$ cat src/rtl/hl_write_arbiter.sv
// hl_write_arbiter
//   Collects byte-serial half-word writes from two requesters and commits the
//   requested halves of a split high/low load register in a single cycle, so
//   a full-word update is never observed half-written. Ownership is granted
//   round-robin; the low byte always streams first, then the high byte.
//
// Ports
//   clk          : rising-edge clock
//   clear_n      : asynchronous active-low reset
//   req[1:0]     : per-requester write request, held until done is sampled
//   req_hi[1:0]  : per-requester "write high half" flag
//   req_lo[1:0]  : per-requester "write low half" flag
//   byte_valid   : per-requester byte valid
//   byte_in0/1   : per-requester byte data (H bits)
//   gnt[1:0]     : one-hot owner, high for the whole transaction
//   byte_ready   : byte accept toward the owner while collecting bytes
//   done[1:0]    : one-cycle completion pulse to the owner
//   inh / inl    : buffered high / low half data to the register
//   loadh / loadl: half load strobes, only ever in COMMIT
//   busy         : high whenever the FSM is not idle
module hl_write_arbiter #(
  parameter int N = 16
) (
  input  logic             clk,
  input  logic             clear_n,
  input  logic [1:0]       req,
  input  logic [1:0]       req_hi,
  input  logic [1:0]       req_lo,
  input  logic [1:0]       byte_valid,
  input  logic [N/2-1:0]   byte_in0,
  input  logic [N/2-1:0]   byte_in1,
  output logic [1:0]       gnt,
  output logic [1:0]       byte_ready,
  output logic [1:0]       done,
  output logic [N/2-1:0]   inh,
  output logic [N/2-1:0]   inl,
  output logic             loadh,
  output logic             loadl,
  output logic             busy
);

  localparam int H = N / 2;

  typedef enum logic [1:0] {
    IDLE   = 2'd0,
    GET_LO = 2'd1,
    GET_HI = 2'd2,
    COMMIT = 2'd3
  } state_t;

  state_t         state, state_nxt;
  logic           owner;
  logic           rr_last;   // last served requester; reset to 1 so 0 wins first
  logic           hi_en, lo_en;
  logic [H-1:0]   hi_buf, lo_buf;

  logic           win;
  logic           own_valid;
  logic [H-1:0]   own_byte;

  // On contention the requester not served last wins; otherwise the lone
  // requester wins.
  always_comb begin
    if (req == 2'b11) win = ~rr_last;
    else              win = req[1];
  end

  assign own_valid = owner ? byte_valid[1] : byte_valid[0];
  assign own_byte  = owner ? byte_in1 : byte_in0;

  // State register
  always_ff @(posedge clk or negedge clear_n) begin
    if (!clear_n) state <= IDLE;
    else          state <= state_nxt;
  end

  // Owner, enables, round-robin pointer and byte buffers
  always_ff @(posedge clk or negedge clear_n) begin
    if (!clear_n) begin
      owner   <= 1'b0;
      rr_last <= 1'b1;
      hi_en   <= 1'b0;
      lo_en   <= 1'b0;
      hi_buf  <= '0;
      lo_buf  <= '0;
    end else begin
      case (state)
        IDLE: begin
          if (|req) begin
            owner <= win;
            hi_en <= req_hi[win];
            lo_en <= req_lo[win];
          end
        end
        GET_LO: if (own_valid) lo_buf <= own_byte;
        GET_HI: if (own_valid) hi_buf <= own_byte;
        COMMIT: rr_last <= owner;
        default: ;
      endcase
    end
  end

  // Next-state logic
  always_comb begin
    state_nxt = state;
    case (state)
      IDLE: begin
        if (|req) begin
          if (req_lo[win])      state_nxt = GET_LO;
          else if (req_hi[win]) state_nxt = GET_HI;
          else                  state_nxt = COMMIT;
        end
      end
      GET_LO: if (own_valid) state_nxt = hi_en ? GET_HI : COMMIT;
      GET_HI: if (own_valid) state_nxt = COMMIT;
      COMMIT: state_nxt = IDLE;
      default: state_nxt = IDLE;
    endcase
  end

  // Moore outputs decoded from registered state, owner and buffers
  always_comb begin
    gnt        = 2'b00;
    byte_ready = 2'b00;
    done       = 2'b00;
    loadh      = 1'b0;
    loadl      = 1'b0;
    busy       = (state != IDLE);
    case (state)
      GET_LO, GET_HI: begin
        gnt        = {owner, ~owner};
        byte_ready = {owner, ~owner};
      end
      COMMIT: begin
        gnt   = {owner, ~owner};
        done  = {owner, ~owner};
        loadh = hi_en;
        loadl = lo_en;
      end
      default: ;
    endcase
  end

  // Buffers drive the register continuously; strobes decide what lands.
  assign inh = hi_buf;
  assign inl = lo_buf;

endmodule

$ cat config.mk
export PLATFORM = sky130hd
export DESIGN_NAME = hl_write_arbiter
export DESIGN_NICKNAME = d
export VERILOG_FILES = /design/src/rtl/hl_write_arbiter.sv
export SDC_FILE = /design/constraint.sdc
export NUM_CORES = 1
export LEC_CHECK = 0
export CAP_MARGIN = 0
export CORE_MARGIN = 2
export CORE_UTILIZATION = 41
export DETAILED_ROUTE_END_ITERATION = 16
export PLACE_DENSITY_LB_ADDON = 0.15
export REMOVE_ABC_BUFFERS = 1
export SKIP_CTS_REPAIR_TIMING = 1
export SLEW_MARGIN = 20
export SYNTH_ARGS = -nofsm -noshare
export SYNTH_HDL_FRONTEND = slang
export SYNTH_SLANG_ARGS = --single-unit
$ cat constraint.sdc
create_clock -name clk -period 2 [get_ports clk]
set_input_delay 0.6 -clock clk [delete_from_list [all_inputs] [get_ports clk]]
set_output_delay 0.6 -clock clk [all_outputs]
set_load 0.02 [all_outputs]
# --- Word-level counts from Yosys, hierarchy flattened ---
# Cells that the tools add are included.
totals:
  in_bits: 26
  out_inout_bits: 25
  elab_cells: 45
  ff_bits: 22
op_classes:
  bitwise: 2
  n_eq_ne: 7
  order_cmp: 1
  n_reduce_logical: 9
  muxes: 19
op_table:
  columns: ["operator", "n"]
  rows:
  - ["$mux 2", 7]
  - ["$mux 1", 10]
  - ["$mux 8", 1]
  - ["$pmux 2 s4", 1]
  - ["$eq 2x2->1 const B", 3]
  - ["$ne 2x2->1 const B", 3]
  - ["$reduce_and 2->1", 3]
  - ["$reduce_or 2->1", 2]
  - ["$reduce_and 3->1", 1]
  - ["$reduce_or 3->1", 1]
  - ["$eq 2x1->1 const B", 1]
  - ["$logic_not 2->1", 1]
  - ["$lt 1x2->1 const B", 1]
  - ["$not 1->1", 2]
  - ["$reduce_bool 2->1", 1]

# --- Depth between registers and ports, before layout ---
# Gate-level depths: netlist of the first run.
depth:
  word_depth: 8
  ltp_mapped: 6
  depth_no_buf: 6

# --- Worst setup path before layout of the first run ---
# Ideal clock, no wire load.
synth_timing:
  path_kind: "register -> output"
  from: "register owner"
  to: "output port gnt[1]"
  setup_slack_ns: 0.281
  path_buffers: 2
  path_stages_with_launch: 4
  arrival_ns: 1.119
  required_ns: 1.400
  path_cell_list: "dfrtp_1 > buf_6 > clkbuf_1 > nor2b_1"
synth_between:
  elab_chain_cells: 1
synth_lines:
  columns: ["item", "line", "source"]
  rows:
  - ["start: declaration", "52", "logic owner;"]
  - ["start signal: assignment", "90", "owner <= win;"]
  - ["$mux 2", null, null]
  - ["end: declaration", "32", "output logic [1:0] gnt,"]
# No other way between the ends.

# --- Worst setup path in the final report of the first run ---
layout_timing:
  from: "register state[0]"
  to: "output port byte_ready[0]"
layout_between:
  elab_chain_cells: 3
  elab_cells_between_ends: 4
  classes_between: "eq/ne (2); mux (1); reduce/logical (1)"
layout_lines:
  columns: ["item", "line", "source"]
  rows:
  - ["start: declaration", "51", "state_t state, state_nxt;"]
  - ["start signal: assignment", "74", "else state <= state_nxt;"]
  - ["$eq 2x2->1 / $eq 2x1->1 (equally long branches)", "129", "case (state)"]
  - ["$reduce_or 2->1 *", "129", null]
  - ["$mux 2 *", "129", null]
  - ["end: declaration", "33", "output logic [1:0] byte_ready,"]
# Every way passes the cells marked *; elsewhere a longest branch is shown, timed or not.

==> impl_metrics.json, run 1 <==
{
  "outcome": "finished clean",
  "coreArea_mm2": 0.00271,
  "min_path_cells": 2,
  "cpPeakStageDelay_ns": 0.41,
  "crit_path_start_kind": "flop",
  "crit_path_cell_trace": "inv_2 > ha_4 > nor2b_2 > buf_4",
  "root_buffer": "clkbuf_4",
  "grt_overflow": 0,
  "p_leak_nw": 0.834,
  "cts_made_buffers": 3,
  "antenna_cells": 0,
  "hold_viol": 0,
  "crit_arrival_ns": 1.32,
  "clkTransAtPathRegs_ns": 0.12,
  "grt_max_degree": 23,
  "rr_worst_depth": 6,
  "clock_latency_ns": 0.31,
  "cpMaxStageDelayCell": "dfrtp_1",
  "seq_area_frac_synth": 0.482,
  "ir_drop_uv": 970,
  "finalPower_mw": 2.75,
  "r2r-end": "state[0]",
  "drv_cap": 0,
  "clock_sinks": 22,
  "grt_pass1_wl_mm": 4.74,
  "num-nets-final": 208,
  "yosys_warnings": 0,
  "setup_viol": 0,
  "drtIter0Drc": 16,
  "htreeDepth": 1,
  "r2r-start": "state[0]",
  "clock.fmax_ghz": 0.520,
  "antenna_left": 0,
  "place_area_mm2": 0.00176,
  "synth-main-ff-cell": "dfrtp_1",
  "io_pins": 51,
  "syn_to_final_growth_pct": 57.1,
  "syn_area_per_cell_um2": 10.2,
  "cp.required_ns": 1.40,
  "dieArea_mm2": 0.00323,
  "rows": 19,
  "fin_crit_sh": 0.962,
  "skew_ns": 0.00186,
  "drtPass1Iterations": 4,
  "die_x_um": 56.8,
  "dr_wl_met3_um": 180,
  "grt_usage": 0.191,
  "grt_pass1_vias": 1029,
  "io_buffers": 50,
  "cts_tree": "built",
  "fillers": 228,
  "fin_area_mm2": 0.00180,
  "syn_area_mm2": 0.00114,
  "gp_congestion": 0.802,
  "place_hpwl_mm": 2.23,
  "synthCells": 112,
  "regArea_um2": 552,
  "multi_input_area_um2": 567,
  "p_per_area_mw_per_mm2": 1530,
  "drive_above_1_share": 0.216,
  "max_slew_margin": 0.774,
  "period_minus_slack_ns": 1.92,
  "wl_per_cell_um": 13.7,
  "die_y_um": 56.8,
  "vias": 1033,
  "initial_core_util": 0.422,
  "final_cell_mix": "clkdlybuf4s50_1 (41), dfrtp_1 (21), nand2_1 (18)",
  "antenna_found_initial": 0,
  "async_flop_share": 1.00,
  "wl_met1_mm": 1.20,
  "criticalPathCategory": "flop to output port",
  "viasPerCell": 4.99,
  "yosys_register_bits": 22,
  "hold_path_class": "flop to flop",
  "layout_commonest_cell": "clkdlybuf4s50_1",
  "tightest_slew_ns": 0.338,
  "remaining_drc_errors": 0,
  "end_kind": "output port",
  "crit_fanout": 3,
  "wirelength_mm": 2.84,
  "synth_edf_count": 0,
  "hold_end": "inh[7]",
  "r2r_slack_ns": 0.23,
  "synth.distinct_cells": 27,
  "cts_max_path_buffers": 2,
  "top_layer": "met4",
  "slew_violations": 0,
  "wl_met2_mm": 1.43,
  "min_from": "inh[7]"
}
[Yosys cell counts, types with 2 or more instances]
| library cell | number | area [um2] |
|---|---|---|
| nand2_2 | 2 | 12.5 |
| inv_1 | 6 | 22.5 |
| nand2_1 | 18 | 67.6 |
| buf_4 | 2 | 15.0 |
| nor2_1 | 3 | 11.3 |
| nor2b_1 | 3 | 18.8 |
| and2_1 | 4 | 25.0 |
| a21oi_1 | 3 | 15.0 |
| mux2i_1 | 10 | 100 |
| dfrtp_1 | 21 | 526 |
| ha_1 | 5 | 62.6 |
| o21ai_0 | 9 | 45.0 |
| o21ai_1 | 12 | 60.1 |
[worst max-delay path by stage]
stage	startpoint	to	slack, ns	depth (start not counted)
floorplan	state[0]	byte_ready[0]	0.32	3
global placement	state[0]	byte_ready[0]	-0.001	4
detailed placement	state[0]	byte_ready[0]	-0.10	4
CTS	state[0]	byte_ready[0]	-0.45	4
global route	state[0]	byte_ready[0]	-0.0005	4
finish	state[0]	byte_ready[0]	0.08	4
[final cells by class]
| cell class | instances | share of cell area |
|---|---|---|
| timing repair buffer | 64 | 0.323 |
| tap | 31 | 0.0216 |
| inverter | 6 | 0.0125 |
| clock buffer | 4 | 0.0202 |
| multi-input combinational | 80 | 0.315 |
| sequential | 22 | 0.307 |
[kinds of logic (layout without fill, tap and decap cells)]
logic type               after synthesis  in the layout  synth area share
flip-flops                            22             22             0.482
adder cells (fa/ha/maj)                5              5            0.0547
buffers and inverters                 10             74            0.0459
AND/OR/NAND/NOR                       32             32             0.135
AO/OA/AOI/OAI                         31             31             0.172
multiplexers                          12             12             0.111
[critical path, delay by kind of cell (launching register included)]
family	cells	cell delay, ns
DFF	1	0.41
buffers and inverters	2	0.25
adders and majority gates	1	0.21
and+or+nand+nor	1	0.15
[stage by stage]
step           cells   util  hold WS [ns]   TNS [ns]  worst slack, ns
3_3_place_gp     203  0.649         0.468   -0.00119         -0.00119
6_report         207  0.663         0.494          0           0.0754
4_1_cts          207  0.662         0.497      -3.39           -0.453
2_1_floorplan    108      -         0.304          0            0.317
5_1_grt          207  0.663         0.520  -0.000484        -0.000484
3_5_place_dp     203  0.649         0.471     -0.282           -0.100
[metal layers]
metal,global-route usage,up-vias
li1,-,518
met1,0.224,480
met2,0.336,33
met3,0.0622,2
met4,0.0498,0
met5,0,-
[report_power, final]
group | internal [mW] | switching [mW]
clock | 0.111 | 0.132
combinational | 0.825 | 0.885
sequential | 0.660 | 0.138
[sequential cells by signal, indices dropped and copies added (netlist names)]
signal and cells:
inh 8, inl 8, state 2, hi_en 1, lo_en 1, owner 1, rr_last 1
Note: power is estimated with default switching activity, not from simulation.
==> run 2: changes to the inputs <==
CELL_PAD_IN_SITES_DETAIL_PLACEMENT = 1   (was not set)
CELL_PAD_IN_SITES_GLOBAL_PLACEMENT = 1   (was not set)
CORE_UTILIZATION = 30   (was 41)
==> impl_metrics.json, run 2 (synthesized netlist as in run 1, its figures left out) <==
{
  "outcome": "finished clean",
  "cpPeakStageDelay_ns": 0.38,
  "antenna_found_initial": 0,
  "num-nets-final": 207,
  "p_leak_nw": 0.891,
  "viasPerCell": 4.65,
  "grt_pass1_vias": 1117,
  "layout_commonest_cell": "clkdlybuf4s50_1",
  "tightest_slew_ns": 0.373,
  "cts_made_buffers": 3,
  "remaining_drc_errors": 0,
  "worst-path-buf-inv": 2,
  "clkTransAtPathRegs_ns": 0.07,
  "io_buffers": 50,
  "wirelength_mm": 3.06,
  "clock.fmax_ghz": 0.521,
  "cts_tree": "built",
  "antenna_left": 0,
  "hold_end": "lo_en",
  "die_y_um": 65.7,
  "cpMaxStageDelayCell": "dfrtp_1",
  "vias": 1037,
  "max_slew_margin": 0.750,
  "antenna_cells": 0,
  "crit_path_start_kind": "flop",
  "place_hpwl_mm": 2.51,
  "place_inst": 219,
  "clock_sinks": 22,
  "fin_setup_tns_ns": 0,
  "slew_violations": 0,
  "drtPass1Iterations": 4,
  "wl_per_cell_um": 13.7,
  "initial_core_util": 0.312,
  "fin_crit_sh": 0.960,
  "io_pins": 51,
  "end_kind": "output port",
  "crit_path_cell_trace": "inv_1 > ha_2 > and2_1 > clkbuf_2",
  "r2r_slack_ns": 0.25,
  "min_from": "lo_en",
  "cp.required_ns": 1.40,
  "criticalPathCategory": "flop to output port",
  "rows": 22,
  "dieArea_mm2": 0.00432,
  "ir_drop_uv": 556,
  "syn_to_final_growth_pct": 60.2,
  "p_per_area_mw_per_mm2": 1520,
  "drtIter0Drc": 31,
  "setup_viol": 0,
  "regArea_um2": 552,
  "gp_congestion": 0.769,
  "die_x_um": 65.7,
  "root_buffer": "clkbuf_8",
  "drv_cap": 0,
  "cts_max_path_buffers": 2,
  "skew_ns": 0.00182,
  "r2r-start": "state[0]",
  "grt_max_degree": 23,
  "rr_worst_depth": 6,
  "coreArea_mm2": 0.00366,
  "hold_path_class": "flop to flop",
  "layoutNonFillerInstCount": 223,
  "multi_input_area_um2": 544,
  "r2r-end": "state[0]",
  "period_minus_slack_ns": 1.92,
  "crit_fanout": 3,
  "final_cell_mix": "clkdlybuf4s50_1 (41), dfrtp_1 (21), nand2_1 (18)",
  "grt_overflow": 0,
  "drive_above_1_share": 0.171,
  "crit_arrival_ns": 1.32,
  "htreeDepth": 1,
  "grt_pass1_wl_mm": 5.00,
  "critPathTopFamily": "flip-flops",
  "grt_usage": 0.151,
  "hold_viol": 0,
  "fillers": 419,
  "min_path_cells": 2,
  "clock_latency_ns": 0.26
}
[run 2: worst max path at each step]
stage | start | slack [ns] | cells after the start | end
3_3_place_gp | state[0] | -0.01 | 4 | byte_ready[0]
6_report | state[0] | 0.08 | 4 | byte_ready[1]
3_5_place_dp | state[1] | -0.03 | 4 | done[0]
5_1_grt | state[0] | -0.003 | 4 | byte_ready[1]
2_1_floorplan | state[0] | 0.32 | 3 | byte_ready[0]
4_1_cts | state[1] | -0.32 | 4 | done[0]
[run 2: per-stage QoR]
step	hold WS (ns)	util	area [um2]	power [mW]	worst slack, ns
after global routing	0.520	0.500	1830	2.99	-0.00306
after floorplan	0.304	-	1110	1.68	0.317
after global placement	0.465	0.484	1770	2.48	-0.0136
final	0.486	0.500	1830	2.78	0.0797
after CTS	0.493	0.499	1830	2.86	-0.318
after detailed placement	0.476	0.484	1770	2.54	-0.0268
[run 2: area by class of cell]
class	instances	area share
Timing Repair Buffer	63	0.327
Tap cell	48	0.0328
Clock buffer	4	0.0301
Sequential cell	22	0.301
Inverter	6	0.0123
Multi-Input combinational cell	80	0.297
[run 2: power breakdown]
group / total, mW / switching, mW / internal [mW]
Clock: 0.309 / 0.134 / 0.175
Combinational: 1.66 / 0.874 / 0.791
Sequential: 0.804 / 0.142 / 0.662
[run 2: layer usage]
metal	vias up	share of wire	global-route usage	wire length, um
met5	-	0	0	0
met1	501	0.41	0.170	1250
met2	27	0.53	0.285	1620
li1	507	-	-	-
met3	2	0.056	0.0428	172
met4	0	0.0039	0.0234	12
[run 2: worst register-to-register path: stages (launching register included)]
cell and delay (ns):
dfrtp_1 0.38, buf_4 0.14, buf_4 0.13, ha_1 0.20
nor2_1 0.25, o32ai_1 0.16, a221o_1 0.37
